## src/rtl/contador_pkg.sv

```systemverilog
// Shared types and constants for the contador_regresivo down-counter/timer.
package contador_pkg;

  typedef enum logic [1:0] {
    IDLE = 2'b00,
    RUN  = 2'b01,
    DONE = 2'b10
  } state_t;

  localparam int unsigned WIDTH_DEF = 3;

endpackage

```

## src/rtl/contador_regresivo.sv

```systemverilog
// Loadable down-counter/timer with a one-cycle terminal-count pulse.
// Optional feature: define CONTADOR_AUTO_RELOAD_EN to restart automatically
// from the last loaded value after each terminal count.
module contador_regresivo
  import contador_pkg::*;
#(
  parameter int unsigned WIDTH = WIDTH_DEF
) (
  input  logic             clk,
  input  logic             reset,
  input  logic             load,
  input  logic [WIDTH-1:0] load_value,
  input  logic             enable,
  output logic [WIDTH-1:0] count,
  output logic             busy,
  output logic             done,
  output logic             zero
);

  state_t           state, state_nxt;
  logic [WIDTH-1:0] count_q, count_nxt;

`ifdef CONTADOR_AUTO_RELOAD_EN
  logic [WIDTH-1:0] reload_q, reload_nxt;

  // Reload register: remembers the value of the last accepted load
  always_ff @(posedge clk or posedge reset) begin
    if (reset) reload_q <= '0;
    else       reload_q <= reload_nxt;
  end
`endif

  // State and count registers
  always_ff @(posedge clk or posedge reset) begin
    if (reset) begin
      state   <= IDLE;
      count_q <= '0;
    end else begin
      state   <= state_nxt;
      count_q <= count_nxt;
    end
  end

  // Next-state and next-count logic; load overrides everything else
  always_comb begin
    state_nxt  = state;
    count_nxt  = count_q;
`ifdef CONTADOR_AUTO_RELOAD_EN
    reload_nxt = reload_q;
`endif
    if (load) begin
      count_nxt = load_value;
      state_nxt = (load_value != '0) ? RUN : DONE;
`ifdef CONTADOR_AUTO_RELOAD_EN
      reload_nxt = load_value;
`endif
    end else begin
      case (state)
        RUN: begin
          if (enable) begin
            if (count_q > WIDTH'(1)) begin
              count_nxt = count_q - WIDTH'(1);
            end else begin
              count_nxt = '0;
              state_nxt = DONE;
            end
          end
        end
        DONE: begin
`ifdef CONTADOR_AUTO_RELOAD_EN
          if (reload_q != '0) begin
            count_nxt = reload_q;
            state_nxt = RUN;
          end else begin
            count_nxt = '0;
            state_nxt = IDLE;
          end
`else
          count_nxt = '0;
          state_nxt = IDLE;
`endif
        end
        default: begin
          state_nxt = IDLE;
        end
      endcase
    end
  end

  // Output decode from registered state and count
  always_comb begin
    count = count_q;
    busy  = (state == RUN);
    done  = (state == DONE);
    zero  = (count_q == '0);
  end

endmodule
```

## config.mk

```make
export PLATFORM = sky130hd
export DESIGN_NAME = contador_regresivo
export DESIGN_NICKNAME = d
export VERILOG_FILES = /design/src/rtl/contador_pkg.sv /design/src/rtl/contador_regresivo.sv
export SDC_FILE = /design/constraint.sdc
export NUM_CORES = 1
export LEC_CHECK = 0
export CAP_MARGIN = 10
export CORE_AREA = 2 2 39 41
export CTS_CLUSTER_SIZE = 14
export DETAILED_ROUTE_END_ITERATION = 8
export DIE_AREA = 0 0 41 43
export GPL_TIMING_DRIVEN = 0
export PLACE_DENSITY = 0.62
export SLEW_MARGIN = 20
export SYNTH_ARGS = -nofsm -noshare
export SYNTH_HDL_FRONTEND = slang
export SYNTH_SLANG_ARGS = --single-unit
```

## constraint.sdc

```tcl
create_clock -name clk -period 1.2 [get_ports clk]
set_input_delay 0.12 -clock clk [delete_from_list [all_inputs] [get_ports clk]]
set_output_delay 0.12 -clock clk [all_outputs]
set_load 0.05 [all_outputs]
```

==> results.md, run 1 <==
* Vias per cell at between 4 and 5
* Site Rows at 14
* Clk pwr share at 0.190
* Clk root buf: clkbuf_4
* Core Area at ~1400 sq um
* DR vias at 323
* Crit path DAT at 1.44 ns
* Synthesized Nets at between 40 and 50
* IO Pins at 13
* Fin area at a little under 600 sq um
* RSZ-0062 raised after global routing: yes
* Synth area leaders: dfrtp_1 (35%), mux2_4 (8.5%), ha_1 (7.0%), a211oi_4 (5.6%), nand2_1 (5.3%)
* Die area at between 1500 and 2000 sq um
* Skew-Pair Late Insertion Delay at ~0.24 ns
* Setup Crit Path Kind: flop to flop
* Worst slew pin tran at ~0.38 ns
* Residual DRC count at 0
* Layout area overhead at 64.8%
* Syn. warnings at 0
* Max VDD drop at 0.930 mV
* Dominant cell type by area after synthesis: dfrtp_1
* Multi-input gate area at between 200 and 250 sq um
* Buffers on Ports at 12
* # setup viols final at 6
* Bufs on Longest Clock Path at 2
* Share of Yosys cell area claimed by the top area cell type at 0.352
* Synth Instances at 35
* Xor/xnor share of the synthesized area at 0
* Worst slew margin at 0.746
* DRT iter0 DRCs at 4
* H-tree Lvls at 1
* CP cell instances: and2b_4, a211oi_4, mux2_4
* Seq. cell area at roughly 130 sq um
* GPL Wtd Cong at 0.708
* Yosys reg bits at 5
* Antenna viol nets, final at 0
* CP Capture Type: flop
* Total GRT Usage at 0.116
* Hold Crit Class: primary input to asynchronous set/reset pin
* Fmax at 757 MHz
* Critical-path top delay cell: dfrtp_1
* Sequential fraction of the synthesis area at 0.352
* Worst path required time at about 1.3 ns
* Combinational share of power at 0.558
* Final core utilization at 0.423
* Synth cell count leaders: dfrtp_1 (5), nand2_1 (5), inv_1 (4)
* DIE WIDTH at roughly 41 microns
* Register share of total power at 0.252
* Fin Clk Skew at 0.00277 ns
* Min Tclk post-route at 1.32 ns
* Global-route wire length before repair at approximately 1300 microns
* R2r setup slk at -0.12 ns
* P_sw at roughly 430 uW
* Final Hold Viols at 0
* Die Y at 43 microns
* Final #Nets at 62
* Failing checks: setup timing
* ANT cells at 0
* Largest net degree at the start of global routing at 11
* P per Cell Area at 1730 nW/um^2
* Clock-pin slew on the worst setup and hold paths at 0.04 ns
* Syn_area_per_cell at between 10 and 15 sq um
* Synth Area in Simple Gates at 0.180
* CP Launch Type: flop
* CTS sink cnt at 5
* Maxcap violations at 0
* CTS tree: done
* Yosys cell types at 20
* GR Overflow Total at 0
* Post-Route WL at roughly 800 microns
* Post-cts hold buffer count at 0
* Tcrit/Tclk final at 1.10
* Slew Limit Fails at 0
* Synth Area in Adders at 0.0704
* Critical Path Max Stage Delay at ~0.39 ns
* Fill cell count at ~140
* Dpl cell area at approximately 540 sq um
* Drt pass-1 iters at 2
* Fraction of registers with async set/reset at 1.00
* Crit Path Max Fanout at 3
* Status: complete, but fails checks
* Initial Util at 0.257
* Post-synth EDFFs at 0
* Vias in the first global route at about 310
* Initial antenna violation count at 0
* Post-Syn Area at 355 sq um
* Dpl hpwl at about 630 microns
* Cell Int Power at slightly below 600 uW
* Final worst setup slack at -0.121 ns
* Static power due to leakage at between 0.2 and 0.25 nW
* DR WL/cell at ~12 microns
* Layout cells sized above 1 at 0.500
* Num CTS Buffers at 3
* Compound-gate portion of the synthesized area at 0.225
* Proportion of synthesized area in mux cells at 0.0845
* Switch share at 0.423
* Largest family of logic cells by synthesized area: compound AO/OA/AOI/OAI gates
* Post-synth top flop: dfrtp_1
## worst max-delay path: cells and delay by family (launching register included)
family	cells	cell delay, ns
and+or+nand+nor	1	0.19
AOI/OAI and AO/OA	1	0.30
muxes	1	0.32
DFF	1	0.39
## stage by stage
step                TNS, ns  hold WS [ns]  worst slack (ns)  instances  power (mW)
floorplan            -0.390        -0.102            -0.142         35       0.629
CTS                  -0.462        0.0870            -0.113         68       0.999
finish               -0.494        0.0880            -0.121         68        1.01
detailed placement    -2.64         0.339            -0.467         63       0.784
global route         -0.832         0.106            -0.161         68        1.08
global placement      -2.55         0.336            -0.454         63       0.778
## placed cells by master (no fill, tap or decap), types with 2 or more instances in the layout
| cell | instances |
|---|---|
| clkdlybuf4s50_1 | 6 |
| inv_4 | 2 |
| inv_1 | 2 |
| mux2_4 | 2 |
| clkbuf_4 | 3 |
| nand2_1 | 5 |
| ha_4 | 2 |
| buf_8 | 2 |
| dfrtp_1 | 2 |
| clkdlybuf4s15_2 | 2 |
| dfrtp_2 | 3 |
| buf_2 | 2 |
| buf_4 | 2 |
## kinds of logic (layout without fill, tap and decap cells)
kind of cell               count (synthesis)  after routing
AOI/OAI and AO/OA                          8              8
adders and majority gates                  2              2
buffers and inverters                      6             23
DFF                                        5              5
muxes                                      2              2
and+or+nand+nor                           12             12
## area by class of cell
cell class,count,area share
timing repair buffer,14,0.246
buffer,1,0.00855
clock buffer,4,0.0449
multi-input combinational,24,0.412
sequential,5,0.220
inverter,4,0.0342
tap,16,0.0342
## metal layers
layer,vias up,track usage,share of wire
li1,160,-,-
met1,152,0.135,0.42
met2,11,0.172,0.50
met3,0,0.0785,0.078
met4,0,0.0200,0
met5,-,0,0
## state kept, by name (all words and copies together), names as in the netlist
name / cells
state: 2
count: 3
## repair_timing
| item | CTS | global route |
|---|---|---|
| endpoints found under the setup margin | 9 | 8 |
| resized for setup | 28 | 9 |
| setup buffers | 1 | 1 |
## worst paths after layout
path / from / end / cells after the start
worst max-delay path: state[0] / count[0] / 3
worst min-delay path: reset / count[2] / 2
worst max register to register: state[0] / count[0] / 3
worst min register to register: count[2] / count[2] / 1
max in group asynchronous: reset / count[1] / 2
min in group clk: count[2] / count[2] / 1
## power groups by stage
stage / logic [mW] / clock network, mW / registers (mW)
finish: 0.564 / 0.193 / 0.255
global route: 0.607 / 0.214 / 0.260
CTS: 0.546 / 0.200 / 0.253
detailed placement: 0.526 / 0 / 0.258
global placement: 0.521 / 0 / 0.257
floorplan: 0.288 / 0 / 0.340
Power figures use the tool's default switching activity.
==> run 2: changes to the inputs <==
- CTS_CLUSTER_SIZE: 14 -> 28
==> results of run 2 <==
Final layout, timing and power as in run 1 (identical DEF).
==> run 3: changes to the inputs <==
- SLEW_MARGIN: 20 -> unset
==> results of run 3 <==
Final layout, timing and power as in run 1 (identical DEF).
